`config.mk`:
```
export PLATFORM = sky130hd
export DESIGN_NAME = mem_port_arbiter_flat
export DESIGN_NICKNAME = d
export VERILOG_FILES = /design/src/rtl/mem_port_arbiter_if.sv /design/src/rtl/mem_port_arbiter.sv /design/src/flat_wrapper.sv
export SDC_FILE = /design/constraint.sdc
export NUM_CORES = 1
export LEC_CHECK = 0
export BUFFER_PORTS_ARGS = -buffer_cell sky130_fd_sc_hd__buf_2
export CAP_MARGIN = 20
export CORE_MARGIN = 1
export CORE_UTILIZATION = 48
export CTS_CLUSTER_SIZE = 20
export DETAILED_ROUTE_END_ITERATION = 12
export MAX_ROUTING_LAYER = met4
export PLACE_DENSITY = 0.82
export SYNTH_ARGS = -nofsm -noshare
export SYNTH_HDL_FRONTEND = slang
export SYNTH_SLANG_ARGS = --single-unit
```
`constraint.sdc`:
```
create_clock -name clk -period 4.2 [get_ports clk]
set_input_delay 0.84 -clock clk [delete_from_list [all_inputs] [get_ports clk]]
set_output_delay 0.84 -clock clk [all_outputs]
set_load 0.005 [all_outputs]
```
`src/rtl/mem_port_arbiter_if.sv`:
```
// Bundle of the fetch, load/store and shared memory-port signals around mem_port_arbiter.
// slave: the arbiter's view; master: the core/memory environment's view.
interface mem_port_arbiter_if #(
  parameter int unsigned IDX_W = 8
);
  logic             if_req;
  logic [31:0]      if_addr;
  logic             if_gnt;
  logic             if_rvalid;
  logic [31:0]      if_rdata;
  logic             if_fault;

  logic             ls_req;
  logic             ls_we;
  logic [3:0]       ls_be;
  logic [31:0]      ls_addr;
  logic [31:0]      ls_wdata;
  logic             ls_gnt;
  logic             ls_rvalid;
  logic [31:0]      ls_rdata;
  logic             ls_fault;

  logic             mem_req;
  logic             mem_we;
  logic [3:0]       mem_be;
  logic [1:0]       mem_sel;
  logic [IDX_W-1:0] mem_idx;
  logic [31:0]      mem_wdata;
  logic             mem_ack;
  logic [31:0]      mem_rdata;

  modport slave (
    input  if_req, if_addr,
    output if_gnt, if_rvalid, if_rdata, if_fault,
    input  ls_req, ls_we, ls_be, ls_addr, ls_wdata,
    output ls_gnt, ls_rvalid, ls_rdata, ls_fault,
    output mem_req, mem_we, mem_be, mem_sel, mem_idx, mem_wdata,
    input  mem_ack, mem_rdata
  );

  modport master (
    output if_req, if_addr,
    input  if_gnt, if_rvalid, if_rdata, if_fault,
    output ls_req, ls_we, ls_be, ls_addr, ls_wdata,
    input  ls_gnt, ls_rvalid, ls_rdata, ls_fault,
    input  mem_req, mem_we, mem_be, mem_sel, mem_idx, mem_wdata,
    output mem_ack, mem_rdata
  );
endinterface

```
`src/rtl/mem_port_arbiter.sv`:
```
// Shares the single memory port between instruction fetch and load/store.
// Alternating arbitration, address decode to text/data/stack/MMIO, fault and timeout handling.
module mem_port_arbiter #(
  parameter int unsigned TEXT_DEPTH = 1024,
  parameter int unsigned DATA_DEPTH = 1024,
  parameter int unsigned MMIO_SIZE  = 16,
  parameter int unsigned IDX_W      = 8,
  parameter int unsigned TIMEOUT    = 15
) (
  input  logic               clk,
  input  logic               rst_n,
  mem_port_arbiter_if.slave  bus
);

  localparam int unsigned DIV        = DATA_DEPTH / 2;
  localparam int unsigned CNT_W      = $clog2(TIMEOUT + 1);
  localparam logic [31:0] TEXT_BASE  = 32'h0040_0000;
  localparam logic [31:0] DATA_BASE  = 32'h1001_0000;
  localparam logic [31:0] STACK_BASE = 32'h7fff_f000 - 32'(DIV);
  localparam logic [31:0] MMIO_BASE  = 32'hffff_0000;

  typedef enum logic [1:0] {IDLE, BUSY, RESP} state_t;
  typedef enum logic {OWN_IF, OWN_LS} owner_t;

  state_t           state_q, state_d;
  owner_t           owner_q, owner_d;
  owner_t           last_q, last_d;
  logic             gnt_q, gnt_d;
  logic             fault_q, fault_d;
  logic [31:0]      rdata_q, rdata_d;
  logic [CNT_W-1:0] cnt_q, cnt_d;
  logic             we_q, we_d;
  logic [3:0]       be_q, be_d;
  logic [1:0]       sel_q, sel_d;
  logic [IDX_W-1:0] idx_q, idx_d;
  logic [31:0]      wdata_q, wdata_d;

  logic             pick_ls;
  logic [31:0]      addr;
  logic [31:0]      off_text, off_data, off_stack, off_mmio, off;
  logic             in_text, in_data, in_stack, in_mmio;
  logic             dec_fault;
  logic [1:0]       dec_sel;

  // Pick the arbitration winner and decode its address into region, offset and fault.
  always_comb begin
    pick_ls   = bus.ls_req && (!bus.if_req || last_q == OWN_IF);
    addr      = pick_ls ? bus.ls_addr : bus.if_addr;
    off_text  = addr - TEXT_BASE;
    off_data  = addr - DATA_BASE;
    off_stack = addr - STACK_BASE;
    off_mmio  = addr - MMIO_BASE;
    in_text   = off_text  < 32'(TEXT_DEPTH);
    in_data   = off_data  < 32'(DIV);
    in_stack  = off_stack < 32'(DIV);
    in_mmio   = off_mmio  < 32'(MMIO_SIZE);
    dec_sel   = 2'd0;
    off       = off_text;
    if (in_data) begin
      dec_sel = 2'd1;
      off     = off_data;
    end else if (in_stack) begin
      dec_sel = 2'd2;
      off     = off_stack;
    end else if (in_mmio) begin
      dec_sel = 2'd3;
      off     = off_mmio;
    end
    dec_fault = !(in_text || in_data || in_stack || in_mmio)
             || (addr[1:0] != 2'b00)
             || (!pick_ls && !in_text)
             || (pick_ls && bus.ls_we && in_text);
  end

  // Next-state and next-register logic for the IDLE/BUSY/RESP access sequence.
  always_comb begin
    state_d = state_q;
    owner_d = owner_q;
    last_d  = last_q;
    gnt_d   = 1'b0;
    fault_d = fault_q;
    rdata_d = rdata_q;
    cnt_d   = cnt_q;
    we_d    = we_q;
    be_d    = be_q;
    sel_d   = sel_q;
    idx_d   = idx_q;
    wdata_d = wdata_q;
    unique case (state_q)
      IDLE: begin
        cnt_d = '0;
        if (bus.if_req || bus.ls_req) begin
          owner_d = pick_ls ? OWN_LS : OWN_IF;
          last_d  = pick_ls ? OWN_LS : OWN_IF;
          gnt_d   = 1'b1;
          we_d    = pick_ls && bus.ls_we;
          be_d    = pick_ls ? bus.ls_be : 4'hf;
          wdata_d = pick_ls ? bus.ls_wdata : '0;
          sel_d   = dec_sel;
          idx_d   = IDX_W'(off >> 2);
          fault_d = dec_fault;
          rdata_d = '0;
          // A decode fault also passes through BUSY (mem_req held low) so the
          // grant cycle precedes the response cycle exactly as for a legal access.
          state_d = BUSY;
        end
      end
      BUSY: begin
        if (fault_q) begin
          state_d = RESP;
        end else if (bus.mem_ack) begin
          rdata_d = we_q ? '0 : bus.mem_rdata;
          state_d = RESP;
        end else begin
          cnt_d = cnt_q + 1'b1;
          if (cnt_d == CNT_W'(TIMEOUT)) begin
            fault_d = 1'b1;
            rdata_d = '0;
            state_d = RESP;
          end
        end
      end
      RESP: begin
        cnt_d   = '0;
        state_d = IDLE;
      end
      default: state_d = IDLE;
    endcase
  end

  // State and latched access registers; async reset aborts any access in flight.
  always_ff @(posedge clk or negedge rst_n) begin
    if (!rst_n) begin
      state_q <= IDLE;
      owner_q <= OWN_IF;
      last_q  <= OWN_IF;
      gnt_q   <= 1'b0;
      fault_q <= 1'b0;
      rdata_q <= '0;
      cnt_q   <= '0;
      we_q    <= 1'b0;
      be_q    <= '0;
      sel_q   <= '0;
      idx_q   <= '0;
      wdata_q <= '0;
    end else begin
      state_q <= state_d;
      owner_q <= owner_d;
      last_q  <= last_d;
      gnt_q   <= gnt_d;
      fault_q <= fault_d;
      rdata_q <= rdata_d;
      cnt_q   <= cnt_d;
      we_q    <= we_d;
      be_q    <= be_d;
      sel_q   <= sel_d;
      idx_q   <= idx_d;
      wdata_q <= wdata_d;
    end
  end

  logic resp;
  assign resp = (state_q == RESP);

  assign bus.if_gnt    = gnt_q && (owner_q == OWN_IF);
  assign bus.if_rvalid = resp && (owner_q == OWN_IF);
  assign bus.if_rdata  = bus.if_rvalid ? rdata_q : '0;
  assign bus.if_fault  = bus.if_rvalid && fault_q;

  assign bus.ls_gnt    = gnt_q && (owner_q == OWN_LS);
  assign bus.ls_rvalid = resp && (owner_q == OWN_LS);
  assign bus.ls_rdata  = bus.ls_rvalid ? rdata_q : '0;
  assign bus.ls_fault  = bus.ls_rvalid && fault_q;

  assign bus.mem_req   = (state_q == BUSY) && !fault_q;
  assign bus.mem_we    = we_q;
  assign bus.mem_be    = be_q;
  assign bus.mem_sel   = sel_q;
  assign bus.mem_idx   = idx_q;
  assign bus.mem_wdata = wdata_q;

endmodule

```
`src/flat_wrapper.sv`:
```
// flat-port wrapper written by rule: the top's interface ports become plain ports
module mem_port_arbiter_flat 
#(
  parameter int unsigned TEXT_DEPTH = 1024,
  parameter int unsigned DATA_DEPTH = 1024,
  parameter int unsigned MMIO_SIZE  = 16,
  parameter int unsigned IDX_W      = 8,
  parameter int unsigned TIMEOUT    = 15
)
  (clk, rst_n, bus_if_req, bus_if_addr, bus_if_gnt, bus_if_rvalid, bus_if_rdata, bus_if_fault, bus_ls_req, bus_ls_we, bus_ls_be, bus_ls_addr, bus_ls_wdata, bus_ls_gnt, bus_ls_rvalid, bus_ls_rdata, bus_ls_fault, bus_mem_req, bus_mem_we, bus_mem_be, bus_mem_sel, bus_mem_idx, bus_mem_wdata, bus_mem_ack, bus_mem_rdata);
  mem_port_arbiter_if #(.IDX_W(IDX_W)) bus_i ();
  input  logic clk;
  input  logic rst_n;
  input wire logic [$bits(bus_i.if_req)-1:0] bus_if_req;
  input wire logic [$bits(bus_i.if_addr)-1:0] bus_if_addr;
  output wire logic [$bits(bus_i.if_gnt)-1:0] bus_if_gnt;
  output wire logic [$bits(bus_i.if_rvalid)-1:0] bus_if_rvalid;
  output wire logic [$bits(bus_i.if_rdata)-1:0] bus_if_rdata;
  output wire logic [$bits(bus_i.if_fault)-1:0] bus_if_fault;
  input wire logic [$bits(bus_i.ls_req)-1:0] bus_ls_req;
  input wire logic [$bits(bus_i.ls_we)-1:0] bus_ls_we;
  input wire logic [$bits(bus_i.ls_be)-1:0] bus_ls_be;
  input wire logic [$bits(bus_i.ls_addr)-1:0] bus_ls_addr;
  input wire logic [$bits(bus_i.ls_wdata)-1:0] bus_ls_wdata;
  output wire logic [$bits(bus_i.ls_gnt)-1:0] bus_ls_gnt;
  output wire logic [$bits(bus_i.ls_rvalid)-1:0] bus_ls_rvalid;
  output wire logic [$bits(bus_i.ls_rdata)-1:0] bus_ls_rdata;
  output wire logic [$bits(bus_i.ls_fault)-1:0] bus_ls_fault;
  output wire logic [$bits(bus_i.mem_req)-1:0] bus_mem_req;
  output wire logic [$bits(bus_i.mem_we)-1:0] bus_mem_we;
  output wire logic [$bits(bus_i.mem_be)-1:0] bus_mem_be;
  output wire logic [$bits(bus_i.mem_sel)-1:0] bus_mem_sel;
  output wire logic [$bits(bus_i.mem_idx)-1:0] bus_mem_idx;
  output wire logic [$bits(bus_i.mem_wdata)-1:0] bus_mem_wdata;
  input wire logic [$bits(bus_i.mem_ack)-1:0] bus_mem_ack;
  input wire logic [$bits(bus_i.mem_rdata)-1:0] bus_mem_rdata;
  assign bus_i.if_req = bus_if_req;
  assign bus_i.if_addr = bus_if_addr;
  assign bus_if_gnt = bus_i.if_gnt;
  assign bus_if_rvalid = bus_i.if_rvalid;
  assign bus_if_rdata = bus_i.if_rdata;
  assign bus_if_fault = bus_i.if_fault;
  assign bus_i.ls_req = bus_ls_req;
  assign bus_i.ls_we = bus_ls_we;
  assign bus_i.ls_be = bus_ls_be;
  assign bus_i.ls_addr = bus_ls_addr;
  assign bus_i.ls_wdata = bus_ls_wdata;
  assign bus_ls_gnt = bus_i.ls_gnt;
  assign bus_ls_rvalid = bus_i.ls_rvalid;
  assign bus_ls_rdata = bus_i.ls_rdata;
  assign bus_ls_fault = bus_i.ls_fault;
  assign bus_mem_req = bus_i.mem_req;
  assign bus_mem_we = bus_i.mem_we;
  assign bus_mem_be = bus_i.mem_be;
  assign bus_mem_sel = bus_i.mem_sel;
  assign bus_mem_idx = bus_i.mem_idx;
  assign bus_mem_wdata = bus_i.mem_wdata;
  assign bus_i.mem_ack = bus_mem_ack;
  assign bus_i.mem_rdata = bus_mem_rdata;
  mem_port_arbiter #(.TEXT_DEPTH(TEXT_DEPTH), .DATA_DEPTH(DATA_DEPTH), .MMIO_SIZE(MMIO_SIZE), .IDX_W(IDX_W), .TIMEOUT(TIMEOUT)) u_core (.clk(clk), .rst_n(rst_n), .bus(bus_i));
endmodule
```
# == Word-level counts from Yosys, hierarchy flattened ==
# Cells that the tools add are included.
# op_classes
n_addsub,5
magnitude_cmp,4
n_eq_ne,8
muxes,33
n_bitwise,1
reduce_logical,34
# ops
cell,count
2-to-1 mux 32 bit,9
"less-than comparator 32 x 10 -> 1 bit, second input constant",2
case mux 32 bit (2 select lines),1
"less-than comparator 32 x 11 -> 1 bit, second input constant",1
"less-than comparator 32 x 5 -> 1 bit, second input constant",1
"subtractor 32 x 23 -> 32 bit, second input constant",1
"subtractor 32 x 29 -> 32 bit, second input constant",1
"subtractor 32 x 31 -> 32 bit, second input constant",1
"subtractor 32 bit, second input constant",1
2-to-1 mux 10 bit,3
2-to-1 mux 2 bit,7
2-to-1 mux 4 bit,3
logical AND 1 bit,11
logical OR 1 bit,8
case mux 4 bit (2 select lines),1
2-to-1 mux 1 bit,7
AND reduction 2 bit,3
nonzero test 2 bit,3
zero test 1 bit,5
"adder 4 x 1 -> 4 bit, second input constant",1
"equality test 4 bit, second input constant",1
"inequality test 2 bit, second input constant",2
"inequality test 4 x 2 -> 1 bit, second input constant",1
case mux 2 bit (2 select lines),1
other kinds (10),10
# word_totals
register_bits,88
wordCells,96

# == Depth between registers and ports, before layout ==
# Gate-level depths: netlist of run 1.
# depth
word_depth,15
ltp_mapped,17

# == Least setup slack after synthesis of run 1 ==
# Ideal clock, no wire load.
# synth_timing
path_kind,input -> register
start,input port bus_ls_req
end,"register u_core.idx_q[7], in the netlist u_core.bus.mem_idx[7]"
setup_time_ns,0.121
arrival_ns,3.685
slack_ns,0.394
cell_stages,16
n_path_buf,4
path_cell_list,a21boi_2 > buf_6 > buf_2 > buf_2 > buf_1 > nand2_1 > nand2_1 > ha_1 > nand2_1 > a21oi_1 > o221ai_2 > nor3_2 > xnor2_1 > a2111oi_0 > nand4_1 > a22o_1
# synth_between
elab_chain_cells,7
elab_cells_between_ends,14
cone_classes,add/sub (4); order compare (3); mux (4); reduce/logical (3)
# synth_lines
item,line,source
from (decl),flat_wrapper.sv:20,input wire logic [$bits(bus_i.ls_req)-1:0] bus_ls_req;
logical AND 1 bit,mem_port_arbiter.sv:47,pick_ls = bus.ls_req && (!bus.if_req || last_q == OWN_IF);
2-to-1 mux 32 bit,mem_port_arbiter.sv:48,addr = pick_ls ? bus.ls_addr : bus.if_addr;
subtractor 32 bit,mem_port_arbiter.sv:52,off_mmio = addr - MMIO_BASE;
less-than comparator 32 x 5 -> 1 bit,mem_port_arbiter.sv:56,in_mmio = off_mmio < 32'(MMIO_SIZE);
2-to-1 mux 10 bit,mem_port_arbiter.sv:65,end else if (in_mmio) begin
2-to-1 mux 10 bit,mem_port_arbiter.sv:62,end else if (in_stack) begin
2-to-1 mux 10 bit,mem_port_arbiter.sv:59,if (in_data) begin
to (signal assigned),mem_port_arbiter.sv:157,idx_q <= idx_d;
to (decl),mem_port_arbiter.sv:35,"logic [IDX_W-1:0] idx_q, idx_d;"
# Parallel ways exist; a longest one is shown, timed or not.
# A chain may end at the register's enable or synchronous reset.

# == Worst setup path after layout of run 1 ==
# Ends and elaborated chain as after synthesis.

==> impl_metrics.py, run 1 <==
metrics = {
    "run_status": {
        "status": "complete, no violations",
    },
    "clocking": {
        "clk_latency_ns": 0.33,
        "post_cts_buffers": 0,
        "cts_max_path_buffers": 2,
        "clk_pin_slew_ns": 0.07,
        "cts.sinks": 88,
        "ctsResizeCount": 0,
        "cts_inserted_buffers": 9,
        "hold_buffers": 0,
        "clock-root-buffer": "clkbuf_16",
        "htree_levels": 3,
        "cts_tree": "done",
    },
    "timing": {
        "finalCritPeriodShare_pct": 78.5,
        "fmax_ghz": 0.303,
        "drv_slew": 0,
        "fin_crit_ns": 3.30,
        "setup_viol": 0,
        "hold_viol": 0,
        "setup_tns_ns": 0,
        "rsz0062_at_grt": "false",
        "tightest_slew_ns": 0.915,
        "slew_headroom_pct": 39.0,
        "skew_ns": 0.00717,
    },
    "synthesis": {
        "synthTopCellsByCount": "nand2_1 (181), dfrtp_1 (88), and2_1 (75)",
        "netlist_area_um2": 5490,
        "synth_fp_nets": 830,
        "synth_most_common_cell": "nand2_1",
        "synth.distinct_cells": 60,
        "yosys_most_used_dff": "dfrtp_1",
        "syn_avg_cell_area_um2": 7.97,
        "synthTopCellsByArea": "dfrtp_1 (40%), nand2_1 (12%), and2_1 (8.5%)",
        "synth.yosys.seq_area_share_pct": 40.1,
        "yosys_warnings": 0,
        "synth_top_cell_by_area": "dfrtp_1",
        "async_reset_ff_share_pct": 100,
        "synth_top_area_share_pct": 40.1,
        "synth_seq_cells": 88,
        "netlist_instances": 689,
        "synth_edf_count": 0,
    },
    "floorplanning": {
        "die_area_um2": 11900,
        "rows": 38,
        "die_x_um": 109,
        "pin_count": 256,
        "die_height_um": 109,
        "coreArea_um2": 11000,
        "start_util_pct": 50.0,
    },
    "global_route": {
        "grt_pass1_wl_um": 25100,
        "track_usage_pct": 28.1,
        "grt-ovfl-total": 0,
        "antenna_found_initial": 1,
        "grt_max_degree": 70,
        "grt_pass1_vias": 5140,
    },
    "final_layout": {
        "multi_input_area_um2": 3090,
        "fillerInstances": 1008,
        "final_util_pct": 65.1,
        "regArea_um2": 2200,
        "design_area_um2": 7150,
        "nets": 1062,
        "syn_to_final_growth_pct": 30.2,
        "drive_gt1_share_pct": 32.5,
    },
    "pwr": {
        "ir_drop_uv": 292,
        "leakagePower_nw": 3.74,
        "pwr_density_cell_nw_per_um2": 489,
    },
    "route": {
        "routed_wl_um": 16200,
        "drt_iter0_markers": 349,
        "antenna_left": 0,
        "vias_per_cell": 5.42,
        "drc": 0,
        "num_vias": 5786,
        "drtPass1Iterations": 5,
        "wl_per_cell_um": 15.2,
    },
    "setup_path": {
        "path_class": "in2reg",
        "startpoint_type": "input port",
        "cp.required_ns": 4.42,
        "cp_slowest_cell": "a2111oi_0",
        "crit_fanout": 52,
        "cp_common_cell": "nand2_1",
        "worstPathArrival_ns": 3.51,
        "crit_path_cell_trace": "buf_2, a21bo_2, buf_12, nand2_1, nand2_1, ha_1, nand2_1, a21oi_1, o221ai_2, nor3_2, xnor2_1, a2111oi_0, nand4_1, a22o_1",
        "worst_setup_path_end_kind": "register",
        "max_stage_delay_ns": 0.41,
    },
    "placed_design": {
        "gp_congestion": 0.994,
        "placement.io_buffers": 255,
        "dpl.hpwl_um": 12400,
        "postPlaceCellArea_um2": 6850,
    },
    "run": {
        "maxCapViolations": 0,
    },
    "min_path": {
        "hold_path.class": "reg2reg",
    },
}
[per-stage QoR]
| step | hold WS (ns) | std cells | power [mW] | worst slack (ns) |
|---|---|---|---|---|
| after floorplan | 0.455 | 689 | 2.14 | 0.394 |
| after global routing | 0.476 | 1067 | 3.77 | 0.721 |
| final | 0.460 | 1067 | 3.50 | 0.901 |
| after CTS | 0.465 | 1066 | 3.52 | 0.974 |
| after detailed placement | 0.451 | 1050 | 2.73 | 0.625 |
| after global placement | 0.444 | 1050 | 2.70 | 0.750 |
[final cells by class]
class	count	share of cell area, %
diodes	1	0.0350
well taps	140	2.45
repair buffers	263	19.1
clock inverters	7	0.980
multi-input cells	553	43.2
inverters	6	0.315
flip-flops and latches	88	30.8
clock buffers	9	3.15
[per-layer routing]
layer	wire, µm	part of all wire, %	up-vias	track usage (%)
met3	1250	7.7	30	4.48
met1	6630	41	2630	34.2
met2	7940	49	280	47.7
met5	0	0	-	-
met4	377	2.3	0	8.59
li1	-	-	2846	-
[power breakdown]
group          switching, mW  internal [mW]
Clock                  0.369          0.418
Combinational          0.795          0.516
Sequential             0.220           1.18
Total                   1.38           2.11
[final timing paths]
kind,from,endpoint,slack (ns),cells after the start
setup / recovery,bus_ls_req,u_core.bus.mem_idx[7],0.90,14
hold / removal,u_core.bus.mem_be[1],u_core.bus.mem_be[1],0.46,2
setup reg to reg,u_core.last_q,u_core.bus.mem_idx[7],0.98,13
hold reg to reg,u_core.bus.mem_be[1],u_core.bus.mem_be[1],0.46,2
max in group asynchronous,rst_n,u_core.bus.mem_idx[3],2.80,2
min in group asynchronous,rst_n,u_core.rdata_q[18],0.62,1
[kinds of logic after synthesis]
family | share of synthesized area [%]
and+or+nand+nor | 36.2
AOI/OAI and AO/OA | 12.8
DFF | 40.1
buffers and inverters | 4.03
muxes | 4.69
xor gates and xnor gates | 1.59
adders and majority gates | 0.683
[worst max-delay path: cells and delay by family]
| family | cells | cell delay (ns) |
|---|---|---|
| AO/OA/AOI/OAI | 5 | 1.29 |
| buffers and inverters | 2 | 0.36 |
| XOR/XNOR | 1 | 0.08 |
| AND/OR/NAND/NOR | 5 | 0.67 |
| adder cells (fa/ha/maj) | 1 | 0.23 |
[sequential cells by signal, summed over array words and instances, names as in the netlist]
| register | flops |
|---|---|
| u_core.bus.mem_be | 4 |
| u_core.bus.mem_wdata | 32 |
| u_core.cnt_q | 4 |
| u_core.gnt_q | 1 |
| u_core.bus.mem_idx | 8 |
| u_core.bus.mem_we | 1 |
| u_core.state_q | 2 |
| u_core.last_q | 1 |
| u_core.fault_q | 1 |
| u_core.bus.mem_sel | 2 |
| u_core.rdata_q | 32 |
[placed cells by master, fill, tap and decap left out, types with 7 or more instances in the layout]
master,instances
a21oi_1,16
a31oi_1,12
and2_1,75
buf_2,254
buf_4,7
clkbuf_16,9
dfrtp_1,88
mux2i_1,16
nand2_1,181
nand3_1,47
nand4_1,13
nor2_1,36
nor3_1,18
o21ai_0,48
xnor2_1,7
No activity file was read; power rests on OpenSTA's default activity.
==> inputs of run 2 (changes only) <==
- clock period: 4.2 -> 3.2 ns (I/O delays scaled with it)
==> run 2 against run 1 <==
  * Via count increased by 0.74%
  * Utilization increased by 1.0 points
  * Clock-buffer cell count increased by 1
  * Critical path depth decreased by 1
  * Clock skew decreased by 0.00080 ns
  * Largest cell class unchanged
==> impl_metrics.py, run 2 (synthesized netlist as in run 1, its figures left out) <==
metrics = {
    "run_status": {
        "status": "complete, no violations",
    },
    "setup_path": {
        "critPathTopFamily": "compound AO/OA/AOI/OAI gates",
        "crit_path_cell_trace": "buf_2, a21bo_2, mux2i_2, inv_1, ha_2, nand2_1, a21oi_2, o221a_2, a21oi_1, nor2_1, a2111oi_0, nand4_1, a22o_1",
        "cp_num_buf_inv": 2,
        "startpoint_type": "input port",
        "worstPathArrival_ns": 3.15,
        "cp.required_ns": 3.42,
        "crit_fanout": 7,
        "cp_slowest_cell": "a2111oi_0",
        "max_stage_delay_ns": 0.40,
        "worst_setup_path_end_kind": "register",
        "path_class": "in2reg",
    },
    "timing": {
        "drv_slew": 0,
        "rsz0062_at_grt": "false",
        "fmax_ghz": 0.341,
        "setup_tns_ns": 0,
        "hold_viol": 0,
        "setup_slack_ns": 0.271,
        "fin_hold_ws_ns": 0.390,
        "slew_headroom_pct": 39.5,
        "fin_crit_ns": 2.93,
        "skew_ns": 0.00637,
        "finalCritPeriodShare_pct": 91.5,
        "tightest_slew_ns": 0.908,
        "setup_viol": 0,
    },
    "final_layout": {
        "nets": 1075,
        "drive_gt1_share_pct": 33.9,
        "mostFrequentLayoutCells": "buf_2 (254), nand2_1 (181), dfrtp_1 (88), and2_1 (75), o21ai_0 (48)",
        "syn_to_final_growth_pct": 32.2,
        "n_antenna_cell": 0,
        "final_util_pct": 66.2,
        "fillerInstances": 996,
        "final_common_cell": "buf_2",
    },
    "clocking": {
        "cts_max_path_buffers": 2,
        "cts.sinks": 88,
        "clk_latency_ns": 0.33,
        "hold_buffers": 0,
        "cts_tree": "done",
        "clock-root-buffer": "clkbuf_16",
        "post_cts_buffers": 0,
        "ctsResizeCount": 0,
        "htree_levels": 3,
        "cts_inserted_buffers": 9,
        "clk_pin_slew_ns": 0.07,
    },
    "floorplanning": {
        "coreArea_um2": 11000,
        "rows": 38,
        "start_util_pct": 50.0,
        "die_area_um2": 11900,
        "pin_count": 256,
        "die_height_um": 109,
        "die_x_um": 109,
    },
    "pwr": {
        "ir_drop_uv": 431,
        "seqPwrFrac_pct": 38.9,
        "switching_power_mw": 1.81,
        "finalPower_mw": 4.70,
        "switching_share_pct": 38.4,
        "p_clk_share_pct": 23.2,
        "pwr_density_cell_nw_per_um2": 647,
        "power_frac_comb_pct": 37.8,
        "internal-power_mw": 2.89,
        "leakagePower_nw": 3.81,
    },
    "route": {
        "drc": 0,
        "wl_per_cell_um": 15.9,
        "num_vias": 5829,
        "antenna_left": 0,
        "drt_iter0_markers": 437,
        "routed_wl_um": 17100,
        "vias_per_cell": 5.40,
        "drtPass1Iterations": 5,
    },
    "global_route": {
        "grt_pass1_wl_um": 26400,
        "track_usage_pct": 29.8,
        "antenna_found_initial": 0,
        "grt-ovfl-total": 0,
        "grt_pass1_vias": 5360,
        "grt_max_degree": 65,
    },
    "placed_design": {
        "placement.io_buffers": 255,
        "dpl_worst_slack_ns": -0.0304,
        "dpl.hpwl_um": 13500,
        "gp_congestion": 0.998,
    },
    "run": {
        "maxCapViolations": 0,
    },
    "min_path": {
        "hold_path.class": "in2async",
    },
}
## run 2: layer usage
layer / vias up / routed length [µm] / global-route usage [%]
li1: 2865 / - / -
met1: 2678 / 7070 / 35.3
met2: 253 / 8460 / 50.4
met3: 33 / 1160 / 5.74
met4: 0 / 439 / 10.7
met5: - / 0 / -
## run 2: through the flow
step	instance area (µm²)	cells
finish	7270	1079
global route	7270	1079
floorplan	5540	689
CTS	7270	1079
global placement	6950	1063
detailed placement	6950	1063
## run 2: worst paths after layout
| kind | to | slack (ns) | depth (start not counted) | startpoint |
|---|---|---|---|---|
| min | u_core.bus.mem_idx[6] | 0.39 | 1 | rst_n |
| min reg2reg | u_core.bus.mem_wdata[20] | 0.46 | 2 | u_core.bus.mem_wdata[20] |
| max reg2reg | u_core.bus.mem_idx[7] | 0.30 | 12 | u_core.last_q |
| min in group clk | u_core.bus.mem_wdata[20] | 0.46 | 2 | u_core.bus.mem_wdata[20] |
| max | u_core.bus.mem_idx[7] | 0.27 | 13 | bus_ls_req |
| max in group asynchronous | u_core.rdata_q[1] | 2.19 | 2 | rst_n |
## run 2: final cells by class
cell class                      count  area (µm²)  share of cell area [%]
Multi-Input combinational cell    553        3100                    42.7
Clock buffer                       10         239                    3.29
Clock inverter                      6        75.1                    1.03
Inverter                            6        22.5                   0.310
Timing Repair Buffer              276        1450                    19.9
Tap cell                          140         175                    2.41
Sequential cell                    88        2200                    30.3
## run 2: power by group through the flow
stage	Combinational (mW)	Clock (mW)	Sequential (mW)
CTS	1.79	1.12	1.83
finish	1.78	1.09	1.83
detailed placement	1.79	0	1.84
floorplan	1.01	0	1.81
global route	2.01	1.17	1.89
global placement	1.76	0	1.83
==> inputs of run 3 (changes only) <==
- ABC_AREA: not set -> 1
==> run 3 against run 2 <==
  * Worst setup slack improved by 0.17 ns
  * Via count increased by 0.65%
  * Synthesized cell count increased by 8.7%
  * Utilization decreased by 0.92 points
  * Die area increased by 0.36%
  * Area after synthesis increased by 0.36%
  * Clock skew increased by 0.0022 ns
  * Combinational power increased by 22%
  * Final area decreased by 0.96%
  * Global-route usage decreased by 0.70 points
  * Critical path type is now reg2reg
  * Largest power group is now combinational logic
==> impl_metrics.py, run 3 <==
metrics = {
    "run_status": {
        "status": "complete, no violations",
    },
    "synthesis": {
        "netlist_instances": 749,
        "yosys_most_used_dff": "dfrtp_1",
        "yosys_warnings": 0,
        "synthTopCellsByArea": "dfrtp_1 (40%), nand2_1 (10%), nor2_1 (7.8%)",
        "syn_avg_cell_area_um2": 7.36,
        "netlist_area_um2": 5510,
        "synth_fp_nets": 890,
        "synthTopCellsByCount": "nand2_1 (149), nor2_1 (115), dfrtp_1 (88)",
        "synth_edf_count": 0,
        "synth.yosys.seq_area_share_pct": 39.9,
        "synth_top_area_share_pct": 39.9,
        "synth_top_cell_by_area": "dfrtp_1",
        "synth_seq_cells": 88,
        "synth.distinct_cells": 42,
        "async_reset_ff_share_pct": 100,
        "synth_most_common_cell": "nand2_1",
    },
    "timing": {
        "tightest_slew_ns": 0.916,
        "hold_viol": 0,
        "finalCritPeriodShare_pct": 86.1,
        "fmax_ghz": 0.363,
        "slew_headroom_pct": 38.9,
        "fin_crit_ns": 2.76,
        "setup_tns_ns": 0,
        "skew_ns": 0.00858,
        "setup_viol": 0,
        "fin_hold_ws_ns": 0.343,
        "drv_slew": 0,
        "rsz0062_at_grt": "false",
    },
    "setup_path": {
        "worstPathArrival_ns": 2.98,
        "crit_fanout": 28,
        "cp.required_ns": 3.42,
        "startpoint_type": "register",
        "path_class": "reg2reg",
        "worst_setup_path_end_kind": "register",
    },
    "global_route": {
        "grt_pass1_vias": 5230,
        "grt_pass1_wl_um": 25900,
        "grt-ovfl-total": 0,
        "antenna_found_initial": 0,
        "grt_max_degree": 65,
        "track_usage_pct": 29.1,
    },
    "clocking": {
        "ctsResizeCount": 0,
        "clock-root-buffer": "clkbuf_16",
        "cts_inserted_buffers": 9,
        "cts_tree": "done",
        "clk_latency_ns": 0.33,
        "clk_pin_slew_ns": 0.07,
        "cts_max_path_buffers": 2,
        "cts.sinks": 88,
        "post_cts_buffers": 0,
        "htree_levels": 3,
        "hold_buffers": 0,
    },
    "final_layout": {
        "drive_gt1_share_pct": 34.5,
        "final_common_cell": "buf_2",
        "mostFrequentLayoutCells": "buf_2 (254), nand2_1 (149), nor2_1 (114), dfrtp_1 (87), nand3_1 (83)",
        "syn_to_final_growth_pct": 30.5,
        "nets": 1137,
        "n_antenna_cell": 0,
        "instances_no_fill": 1141,
        "design_area_um2": 7200,
    },
    "route": {
        "num_vias": 5867,
        "drc": 0,
        "wl_met3_um": 965,
        "routed_wl_um": 16900,
        "dr.max_layer_used": "met4",
        "drtPass1Iterations": 5,
        "vias_per_cell": 5.14,
        "antenna_left": 0,
        "wl_met1_um": 7070,
        "wl_met2_um": 8670,
        "drt_iter0_markers": 391,
        "wl_per_cell_um": 14.8,
    },
    "placed_design": {
        "postPlaceCellArea_um2": 6900,
        "dp_cells": 1125,
        "placement.io_buffers": 255,
        "gp_congestion": 0.972,
        "dpl.hpwl_um": 13400,
    },
    "floorplanning": {
        "pin_count": 256,
        "start_util_pct": 50.0,
        "die_x_um": 109,
        "coreArea_um2": 11000,
        "rows": 38,
        "die_area_um2": 11900,
        "die_height_um": 109,
    },
    "pwr": {
        "leakagePower_nw": 3.87,
        "pwr_density_cell_nw_per_um2": 689,
        "finalPower_mw": 4.96,
        "ir_drop_uv": 366,
    },
    "run": {
        "maxCapViolations": 0,
    },
    "min_path": {
        "hold_path.class": "in2async",
    },
}
==> run 3: cells by family (layout without fill, tap and decap cells) <==
family                   count (synthesis)  in the layout  share of synthesized area, %
buffers and inverters                  116            368                          9.28
flip-flops                              88             88                          39.9
XOR/XNOR                                 4              4                         0.635
AND/OR/NAND/NOR                        426            426                          36.3
AO/OA/AOI/OAI                          112            112                          13.1
adder cells (fa/ha/maj)                  3              3                         0.681
==> run 3: metal layers <==
metal / global-route usage (%) / vias to the layer above
li1: - / 2932
met1: 36.7 / 2706
met2: 49.5 / 211
met3: 4.00 / 18
met4: 7.14 / 0
met5: - / -
==> run 3: per-stage QoR <==
| step | util (%) | worst slack (ns) |
|---|---|---|
| floorplan | - | 0.693 |
| global placement | 62.6 | 0.115 |
| detailed placement | 62.6 | 0.130 |
| CTS | 65.1 | 0.326 |
| global route | 65.2 | 0.101 |
| finish | 65.2 | 0.444 |
==> run 3: path summary, 6_finish.rpt <==
path / to / slack, ns / cells after the start / start
setup / recovery: u_core.fault_q / 0.44 / 20 / u_core.last_q
hold / removal: u_core.rdata_q[24] / 0.34 / 1 / rst_n
min in group clk: u_core.bus.mem_idx[3] / 0.48 / 2 / u_core.bus.mem_idx[3]
max in group asynchronous: u_core.rdata_q[0] / 2.13 / 2 / rst_n
setup reg to reg: u_core.fault_q / 0.44 / 20 / u_core.last_q
hold reg to reg: u_core.bus.mem_idx[3] / 0.48 / 2 / u_core.bus.mem_idx[3]
==> run 3: layout make-up <==
type	count	area, µm²
Clock inverter	6	43.8
Fill cell	989	3830
Sequential cell	88	2200
Clock buffer	10	239
Multi-Input combinational cell	545	2840
Timing Repair Buffer	269	1380
Inverter	83	312
Tap cell	140	175
==> run 3: power breakdown <==
group	switching, mW	internal [mW]	leakage [nW]
Combinational	1.36	0.806	2.58
Sequential	0.241	1.58	1.15
Clock	0.425	0.551	0.144
==> run 3: worst max-delay path, cell delays in order, from the launching register on <==
cell and delay, ns:
dfrtp_2 0.47, nand2_8 0.17, nand2_8 0.16, buf_4 0.16, nand2_1 0.06, nand2_1 0.08
nand2_1 0.15, nor2_1 0.27, nand2_2 0.17, o21ai_0 0.13, nand2_1 0.09, nor2_1 0.13
nand3_1 0.09, nor2_1 0.09, nand2_1 0.09, nand3_1 0.10, nand2_1 0.06, nand2_1 0.06
nand2_1 0.05, nand2_1 0.05, nand2_1 0.04
